### config.mk
export PLATFORM = sky130hd
export DESIGN_NAME = i2c_slave_regif
export DESIGN_NICKNAME = d
export VERILOG_FILES = /design/src/rtl/i2c_slave_regif.sv
export SDC_FILE = /design/constraint.sdc
export NUM_CORES = 1
export LEC_CHECK = 0
export CAP_MARGIN = 20
export CELL_PAD_IN_SITES_DETAIL_PLACEMENT = 1
export CELL_PAD_IN_SITES_GLOBAL_PLACEMENT = 2
export CORE_ASPECT_RATIO = 1.1
export CORE_MARGIN = 2
export CORE_UTILIZATION = 31
export DETAILED_ROUTE_END_ITERATION = 10
export GPL_TIMING_DRIVEN = 0
export PLACE_DENSITY = 0.8
export SYNTH_ARGS = -nofsm -noshare
export SYNTH_HDL_FRONTEND = slang
export SYNTH_SLANG_ARGS = --single-unit
### constraint.sdc
create_clock -name i_clk -period 3.3 [get_ports i_clk]
set_input_delay 0.66 -clock i_clk [delete_from_list [all_inputs] [get_ports i_clk]]
set_output_delay 0.66 -clock i_clk [all_outputs]
set_load 0.05 [all_outputs]
### src/rtl/i2c_slave_regif.sv
// I2C target with 7-bit address and 8-bit register pointer, mapped onto a
// parallel register bus. Oversampled SCL/SDA; no clock stretching.
module i2c_slave_regif #(
    parameter logic [6:0] SLAVE_ADDR = 7'h42,
    parameter int         ADDR_INC   = 1
) (
    input  logic       i_clk,
    input  logic       i_rstn,
    input  logic       i_scl,
    input  logic       i_sda,
    output logic       o_sda,
    output logic [7:0] o_reg_addr,
    output logic       o_reg_wr,
    output logic [7:0] o_reg_wdata,
    output logic       o_reg_rd,
    input  logic [7:0] i_reg_rdata,
    output logic       o_busy
);

    localparam logic [7:0] PTR_STEP = (ADDR_INC != 0) ? 8'd1 : 8'd0;

    typedef enum logic [3:0] {
        ST_IDLE, ST_ADDR, ST_ADDR_ACK, ST_REG, ST_REG_ACK,
        ST_WDATA, ST_WDATA_ACK, ST_RDATA, ST_RDATA_ACK, ST_WAIT
    } state_t;

    // Pin synchronisers; reset to the idle-bus level so no false edges follow reset.
    logic [2:0] scl_q, sda_q;
    always_ff @(posedge i_clk or negedge i_rstn) begin
        if (!i_rstn) begin
            scl_q <= 3'b111;
            sda_q <= 3'b111;
        end else begin
            scl_q <= {scl_q[1:0], i_scl};
            sda_q <= {sda_q[1:0], i_sda};
        end
    end

    logic scl_s, scl_d, sda_s, sda_d;
    logic scl_rise, scl_fall, start_det, stop_det;
    assign scl_s     = scl_q[1];
    assign scl_d     = scl_q[2];
    assign sda_s     = sda_q[1];
    assign sda_d     = sda_q[2];
    assign scl_rise  = scl_s & ~scl_d;
    assign scl_fall  = ~scl_s & scl_d;
    assign start_det = scl_s & scl_d & sda_d & ~sda_s;
    assign stop_det  = scl_s & scl_d & ~sda_d & sda_s;

    state_t     state, state_nxt;
    logic [3:0] bitcnt, bitcnt_nxt;
    logic       ack_on, ack_on_nxt;
    logic       rw, rw_nxt;
    logic [7:0] shreg, shreg_nxt;
    logic       sda_r, sda_nxt;
    logic [7:0] reg_addr, reg_addr_nxt;
    logic       reg_wr, reg_wr_nxt;
    logic [7:0] reg_wdata, reg_wdata_nxt;
    logic       reg_rd, reg_rd_nxt;
    logic       rd_pend;
    logic [7:0] rx_byte;

    assign rx_byte = {shreg[6:0], sda_s};

    always_ff @(posedge i_clk or negedge i_rstn) begin
        if (!i_rstn) begin
            state     <= ST_IDLE;
            bitcnt    <= 4'd0;
            ack_on    <= 1'b0;
            rw        <= 1'b0;
            shreg     <= 8'd0;
            sda_r     <= 1'b1;
            reg_addr  <= 8'd0;
            reg_wr    <= 1'b0;
            reg_wdata <= 8'd0;
            reg_rd    <= 1'b0;
            rd_pend   <= 1'b0;
        end else begin
            state     <= state_nxt;
            bitcnt    <= bitcnt_nxt;
            ack_on    <= ack_on_nxt;
            rw        <= rw_nxt;
            shreg     <= shreg_nxt;
            sda_r     <= sda_nxt;
            reg_addr  <= reg_addr_nxt;
            reg_wr    <= reg_wr_nxt;
            reg_wdata <= reg_wdata_nxt;
            reg_rd    <= reg_rd_nxt;
            rd_pend   <= reg_rd;
        end
    end

    always_comb begin
        state_nxt     = state;
        bitcnt_nxt    = bitcnt;
        ack_on_nxt    = ack_on;
        rw_nxt        = rw;
        shreg_nxt     = shreg;
        sda_nxt       = sda_r;
        reg_addr_nxt  = reg_addr;
        reg_wr_nxt    = 1'b0;
        reg_wdata_nxt = reg_wdata;
        reg_rd_nxt    = 1'b0;

        // Read data lands one cycle after the strobe, well before the next SCL fall.
        if (rd_pend)
            shreg_nxt = i_reg_rdata;

        if (start_det) begin
            state_nxt  = ST_ADDR;
            bitcnt_nxt = 4'd0;
            ack_on_nxt = 1'b0;
            sda_nxt    = 1'b1;
        end else if (stop_det) begin
            state_nxt  = ST_IDLE;
            bitcnt_nxt = 4'd0;
            ack_on_nxt = 1'b0;
            sda_nxt    = 1'b1;
        end else begin
            case (state)
                ST_ADDR, ST_REG, ST_WDATA: begin
                    if (scl_rise) begin
                        shreg_nxt  = rx_byte;
                        bitcnt_nxt = bitcnt + 4'd1;
                        if (bitcnt == 4'd7) begin
                            bitcnt_nxt = 4'd0;
                            if (state == ST_ADDR) begin
                                if (rx_byte[7:1] == SLAVE_ADDR) begin
                                    rw_nxt    = rx_byte[0];
                                    state_nxt = ST_ADDR_ACK;
                                end else begin
                                    state_nxt = ST_WAIT;
                                end
                            end else if (state == ST_REG) begin
                                reg_addr_nxt = rx_byte;
                                state_nxt    = ST_REG_ACK;
                            end else begin
                                reg_wdata_nxt = rx_byte;
                                reg_wr_nxt    = 1'b1;
                                state_nxt     = ST_WDATA_ACK;
                            end
                        end
                    end
                end
                // First fall drives the ACK, second fall (after the 9th rise) releases it.
                ST_ADDR_ACK, ST_REG_ACK, ST_WDATA_ACK: begin
                    if (scl_fall) begin
                        if (!ack_on) begin
                            sda_nxt    = 1'b0;
                            ack_on_nxt = 1'b1;
                            if (state == ST_ADDR_ACK && rw)
                                reg_rd_nxt = 1'b1;
                        end else begin
                            ack_on_nxt = 1'b0;
                            sda_nxt    = 1'b1;
                            bitcnt_nxt = 4'd0;
                            if (state == ST_ADDR_ACK) begin
                                if (rw) begin
                                    sda_nxt   = shreg[7];
                                    shreg_nxt = {shreg[6:0], 1'b0};
                                    state_nxt = ST_RDATA;
                                end else begin
                                    state_nxt = ST_REG;
                                end
                            end else if (state == ST_REG_ACK) begin
                                state_nxt = ST_WDATA;
                            end else begin
                                reg_addr_nxt = reg_addr + PTR_STEP;
                                state_nxt    = ST_WDATA;
                            end
                        end
                    end
                end
                ST_RDATA: begin
                    if (scl_rise) begin
                        bitcnt_nxt = bitcnt + 4'd1;
                    end else if (scl_fall) begin
                        if (bitcnt == 4'd8) begin
                            sda_nxt    = 1'b1;
                            bitcnt_nxt = 4'd0;
                            state_nxt  = ST_RDATA_ACK;
                        end else begin
                            sda_nxt   = shreg[7];
                            shreg_nxt = {shreg[6:0], 1'b0};
                        end
                    end
                end
                ST_RDATA_ACK: begin
                    if (scl_rise) begin
                        if (!sda_s) begin
                            reg_addr_nxt = reg_addr + PTR_STEP;
                            reg_rd_nxt   = 1'b1;
                            bitcnt_nxt   = 4'd0;
                            state_nxt    = ST_RDATA;
                        end else begin
                            sda_nxt   = 1'b1;
                            state_nxt = ST_WAIT;
                        end
                    end
                end
                default: ;
            endcase
        end
    end

    assign o_sda       = sda_r;
    assign o_reg_addr  = reg_addr;
    assign o_reg_wr    = reg_wr;
    assign o_reg_wdata = reg_wdata;
    assign o_reg_rd    = reg_rd;
    assign o_busy      = !(state inside {ST_IDLE, ST_ADDR, ST_WAIT});

endmodule

==> results_dict.tcl, run 1 <==
set metrics [dict create \
    wl_um 7780 \
    totalPowerFinal_mw 3.12 \
    synthCells 270 \
    grt_pass1_vias 2592 \
    seq_area_um2 1110 \
    worst_ep_arrival_time_ns 2.20 \
    cts-htree-levels 2 \
    hpwl_um 5740 \
    grt-ovfl-total 0 \
    die_area_um2 9430 \
    portBuffers 31 \
    area_delta_synth_final_pct 21.8 \
    period_share 0.866 \
    cts_made_buffers 5 \
    avgSynthCellArea_um2 9.95 \
    max_freq_ghz 0.350 \
    start_util 0.319 \
    antenna_found_initial 0 \
    yosysWarnings 0 \
    numClockSinks 44 \
    via_count 2358 \
    fillerInstances 976 \
    yosysUniqueCellTypes 64 \
    first_iter_violations 134 \
    grt_max_degree 24 \
    syn-cell-area_um2 2690 \
    slew_headroom 0.560 \
    crit_path_end_kind "primary output" \
    p_leak_nw 1.36 \
    setup_viol 0 \
    placed_area_um2 3160 \
    tns_ns 0 \
    fin_crit_ns 2.86 \
    whs_ns 0.332 \
    vias_per_cell 5.60 \
    utilization 0.389 \
    cts_tree "yes" \
    clk_path_buf_depth 2 \
    post_cts_resize_count 0 \
    die_w_um 92.8 \
    ys_ff_latch 44 \
    startpoint_type "register" \
    synth_edf_count 0 \
    critical_path_class "reg2out" \
    layout-drive-gt1-share 0.200 \
    ctsHoldBuffers 0 \
    slew_viol_final 0 \
    clk_pin_slew_ns 0.09 \
    place_congestion 0.824 \
    cts_root_buf "clkbuf_8" \
    synthFlopType "dfrtp_1" \
    ioPinCount 32 \
    core_area_um2 8410 \
    crit_path_max_fanout 10 \
    die_h_um 102 \
    worstHoldPathType "in2async" \
    grtUsageTotal 0.179 \
    worstMarginPinSlew_ns 0.658 \
    multi_input_area_um2 1460 \
    antenna_cells 0 \
    hold_viol_final 0 \
    status "finished clean" \
    syn_nets 288 \
    clock_latency_ns 0.30 \
    rsz0062_at_grt "no" \
    synthArstFlopShare 1.00 \
    clock-skew-final_ns 0.00270 \
    drc_errors 0 \
    drv_cap 0 \
    crit_required_ns 2.64 \
    pwr_density_cell_nw_per_um2 953 \
    ant_nets 0 \
    num_rows 35 \
    peakVddDrop_mv 0.492 \
    ys_seq_area_frac 0.413 \
    layout.nets 327 \
    grt_pass1_wl_um 13500 \
    stdcell_area_um2 3270 \
    dr.pass1.iters 4 \
    wire_per_inst_um 18.5 \
    postCtsSetupBuffers 0 \
]
cell usage after synthesis, types with 2 or more instances:
| library cell | instances | area share |
|---|---|---|
| nand2b_1 | 7 | 0.016 |
| a21o_1 | 2 | 0.0056 |
| a2bb2oi_1 | 6 | 0.020 |
| a221o_1 | 2 | 0.0075 |
| and2_1 | 3 | 0.0070 |
| or2_0 | 2 | 0.0047 |
| ha_1 | 6 | 0.028 |
| mux2_2 | 24 | 0.10 |
| nand3_1 | 5 | 0.0093 |
| o21bai_1 | 3 | 0.0084 |
| nand4_1 | 4 | 0.0093 |
| buf_2 | 7 | 0.013 |
| o21ai_1 | 3 | 0.0056 |
| nor2b_1 | 5 | 0.012 |
| nor4_1 | 4 | 0.0093 |
| inv_1 | 8 | 0.011 |
| o21ai_0 | 9 | 0.017 |
| and3b_1 | 2 | 0.0065 |
| a21oi_1 | 13 | 0.024 |
| nor2_1 | 18 | 0.025 |
| a21oi_2 | 3 | 0.0098 |
| and3_1 | 5 | 0.012 |
| a31oi_1 | 4 | 0.0093 |
| dfstp_2 | 7 | 0.068 |
| dfrtp_1 | 37 | 0.34 |
| o22ai_1 | 7 | 0.016 |
| o211a_1 | 2 | 0.0075 |
| buf_6 | 2 | 0.0084 |
| nand3b_1 | 2 | 0.0056 |
| a211oi_1 | 3 | 0.0084 |
| clkbuf_2 | 2 | 0.0037 |
| mux2i_1 | 2 | 0.0075 |
| nand2_1 | 19 | 0.027 |
| nor3_1 | 9 | 0.017 |
| clkbuf_1 | 4 | 0.0056 |
layout by cell type (no fill, tap or decap), drive strengths merged, types with 5 or more instances in the layout:
master	netlist	layout
dfrtp	37	37
clkdlybuf4s50	0	30
mux2	25	25
nand2	19	19
nor2	18	18
a21oi	16	16
o21ai	12	12
buf	10	12
clkbuf	6	11
nor3	9	9
inv	8	9
nand2b	7	7
o22ai	7	7
dfstp	7	7
a2bb2oi	6	6
ha	6	6
nor2b	5	5
nand3	5	5
and3	5	5
per-stage QoR:
stage          instances  setup WS [ns]
4_1_cts              421          0.427
5_1_grt              421          0.335
6_report             421          0.443
3_5_place_dp         413          0.770
2_1_floorplan        270           1.18
3_3_place_gp         412          0.365
kinds of logic after synthesis:
family / synth area share
buffers and inverters: 0.0447
flip-flops: 0.413
AO/OA/AOI/OAI: 0.209
multiplexers: 0.112
AND/OR/NAND/NOR: 0.190
XOR/XNOR: 0.00326
adder cells (fa/ha/maj): 0.0279
flip-flops by register name (all words and copies together) (netlist names):
register / flops
ack_on: 1
bitcnt: 4
o_reg_addr: 8
o_reg_rd: 1
o_reg_wdata: 8
o_reg_wr: 1
o_sda: 1
rd_pend: 1
rw: 1
scl_q: 3
sda_q: 3
shreg: 8
state: 4
worst max-delay path: stages, from the launching register on:
cell and delay, ns:
dfrtp_1 0.33, buf_2 0.23, or2_0 0.16, clkbuf_2 0.22, o21bai_1 0.15, clkdlybuf4s50_1 0.82
cell type report:
class	instances	area share
plain buffers	16	0.0275
clock buffers	5	0.0210
clock inverters	3	0.0141
inverters	8	0.00917
multi-input cells	202	0.445
flip-flops and latches	44	0.339
well taps	111	0.0424
repair buffers	32	0.102
routing by layer:
layer / track usage / vias to the layer above / part of all wire
met5: 0 / - / 0
met4: 0.0385 / 0 / 0.013
met3: 0.0208 / 7 / 0.024
met2: 0.313 / 46 / 0.50
met1: 0.240 / 1211 / 0.46
li1: - / 1094 / -
where the power goes:
part / leakage, nW / internal [mW] / switching, mW / total, mW
registers: 0.550 / 0.692 / 0.180 / 0.871
logic: 0.754 / 0.715 / 1.09 / 1.81
clock network: 0.0548 / 0.229 / 0.214 / 0.443
worst paths after layout:
check                                      from                        end  slack (ns)  cells past startpoint
setup / recovery           state[1]$_DFFE_PN0P_                     o_busy        0.44                      5
hold / removal                           i_rstn         o_reg_wr$_DFF_PN0_        0.33                      1
setup reg to reg             scl_q[1]$_DFF_PN1_  o_reg_addr[7]$_DFFE_PN0P_        0.83                      7
hold reg to reg              sda_q[0]$_DFF_PN1_         sda_q[1]$_DFF_PN1_        0.36                      0
max in group asynchronous                i_rstn          o_sda$_DFFE_PN1P_        2.39                      2
min in group i_clk           sda_q[0]$_DFF_PN1_         sda_q[1]$_DFF_PN1_        0.36                      0
Power figures use the tool's default switching activity.
==> run 2: changes to the inputs <==
Settings changed: CELL_PAD_IN_SITES_DETAIL_PLACEMENT 1 to unset, CELL_PAD_IN_SITES_GLOBAL_PLACEMENT 2 to unset, HOLD_SLACK_MARGIN set to 0.02, PLACE_DENSITY 0.8 to unset, PLACE_DENSITY_LB_ADDON set to 0.12.
==> results_dict.tcl, run 2 (synthesis gave the netlist of run 1 again) <==
set metrics [dict create \
    final_cells 421 \
    status "finished clean" \
    grt-ovfl-total 0 \
    die_area_um2 9430 \
    worstHoldPathType "in2async" \
    num_rows 35 \
    utilization 0.388 \
    grt_pass1_vias 2389 \
    crit_start "state[1]$_DFFE_PN0P_" \
    drc_errors 0 \
    ioPinCount 32 \
    setup_viol 0 \
    grt_max_degree 31 \
    rsz0062_at_grt "no" \
    slew_viol_final 0 \
    portBuffers 31 \
    r2r_start "scl_q[1]$_DFF_PN1_" \
    top_layer_used "met4" \
    startpoint_type "register" \
    layout.nets 327 \
    layout-drive-gt1-share 0.200 \
    routed-wl-met3_um 225 \
    antenna_found_initial 0 \
    grt_pass1_wl_um 12400 \
    period_share 0.852 \
    final_common_cell "dfrtp_1" \
    antenna_cells 0 \
    ant_nets 0 \
    grtUsageTotal 0.166 \
    critical_path_class "reg2out" \
    fin_crit_ns 2.81 \
    wl_met1_um 3400 \
    numClockSinks 44 \
    wl_um 7180 \
    fillerInstances 869 \
    seq_area_um2 1110 \
    totalPowerFinal_mw 3.07 \
    wl_met2_um 3380 \
    clk_path_buf_depth 2 \
    slew_headroom 0.579 \
    postCtsSetupBuffers 0 \
    die_h_um 102 \
    worstMarginPinSlew_ns 0.630 \
    start_util 0.319 \
    ctsHoldBuffers 0 \
    drv_cap 0 \
    post_cts_resize_count 0 \
    peakVddDrop_mv 0.510 \
    tns_ns 0 \
    crit_required_ns 2.64 \
    dr.pass1.iters 4 \
    post-place-cells 413 \
    wire_per_inst_um 17.1 \
    clock-skew-final_ns 0.00371 \
    cts_made_buffers 5 \
    crit_path_end_kind "primary output" \
    ff2ff_path_depth 7 \
    cts-htree-levels 2 \
    hold_viol_final 0 \
    hpwl_um 5280 \
    multi_input_area_um2 1460 \
    clk_pin_slew_ns 0.09 \
    via_count 2286 \
    first_iter_violations 172 \
    die_w_um 92.8 \
    worst_ep_arrival_time_ns 2.15 \
    area_delta_synth_final_pct 21.6 \
    vias_per_cell 5.43 \
    cts_tree "yes" \
    place_congestion 0.831 \
    crit_path_max_fanout 10 \
    clock_latency_ns 0.31 \
    p_leak_nw 1.36 \
    pwr_density_cell_nw_per_um2 941 \
    core_area_um2 8410 \
    max_freq_ghz 0.356 \
    mostFrequentLayoutCells "dfrtp_1, clkdlybuf4s50_1, mux2_2" \
    cts_root_buf "clkbuf_8" \
]
-- run 2: per-layer routing --
| layer | global-route usage | up-vias |
|---|---|---|
| met5 | 0 | - |
| met4 | 0.0679 | 0 |
| met3 | 0.0260 | 13 |
| met2 | 0.263 | 56 |
| met1 | 0.229 | 1127 |
| li1 | - | 1090 |
-- run 2: final cells by class --
class	count	share of cell area
Multi-Input combinational cell	202	0.446
Timing Repair Buffer	32	0.0996
Tap cell	111	0.0425
Inverter	8	0.00920
Sequential cell	44	0.340
Clock inverter	3	0.0142
Buffer	16	0.0276
Clock buffer	5	0.0211
-- run 2: through the flow --
| stage | instance area (µm²) | worst slack, ns | hold slack (ns) |
|---|---|---|---|
| 2_1_floorplan | 2690 | 1.18 | 0.345 |
| 3_3_place_gp | 3140 | 0.258 | 0.346 |
| 3_5_place_dp | 3150 | 0.823 | 0.347 |
| 4_1_cts | 3270 | 0.472 | 0.270 |
| 5_1_grt | 3270 | 0.381 | 0.269 |
| 6_report | 3270 | 0.490 | 0.254 |
-- run 2: final timing paths --
kind	endpoint	slack, ns
max in group asynchronous	sda_q[0]$_DFF_PN1_	2.50
min in group i_clk	sda_q[1]$_DFF_PN1_	0.36
min reg2reg	sda_q[1]$_DFF_PN1_	0.36
max	o_busy	0.49
min	bitcnt[3]$_DFFE_PN0P_	0.25
max reg2reg	o_reg_addr[4]$_DFFE_PN0P_	0.87
-- run 2: power breakdown --
part	switching, mW	internal, mW	total [mW]
clock network	0.212	0.228	0.440
registers	0.175	0.692	0.867
logic	1.05	0.713	1.77
-- run 2: critical path: stages, from the launching register on --
cell and delay (ns):
dfrtp_1 0.33, buf_2 0.22, or2_0 0.14, clkbuf_2 0.20
o21bai_1 0.13, clkdlybuf4s50_1 0.82
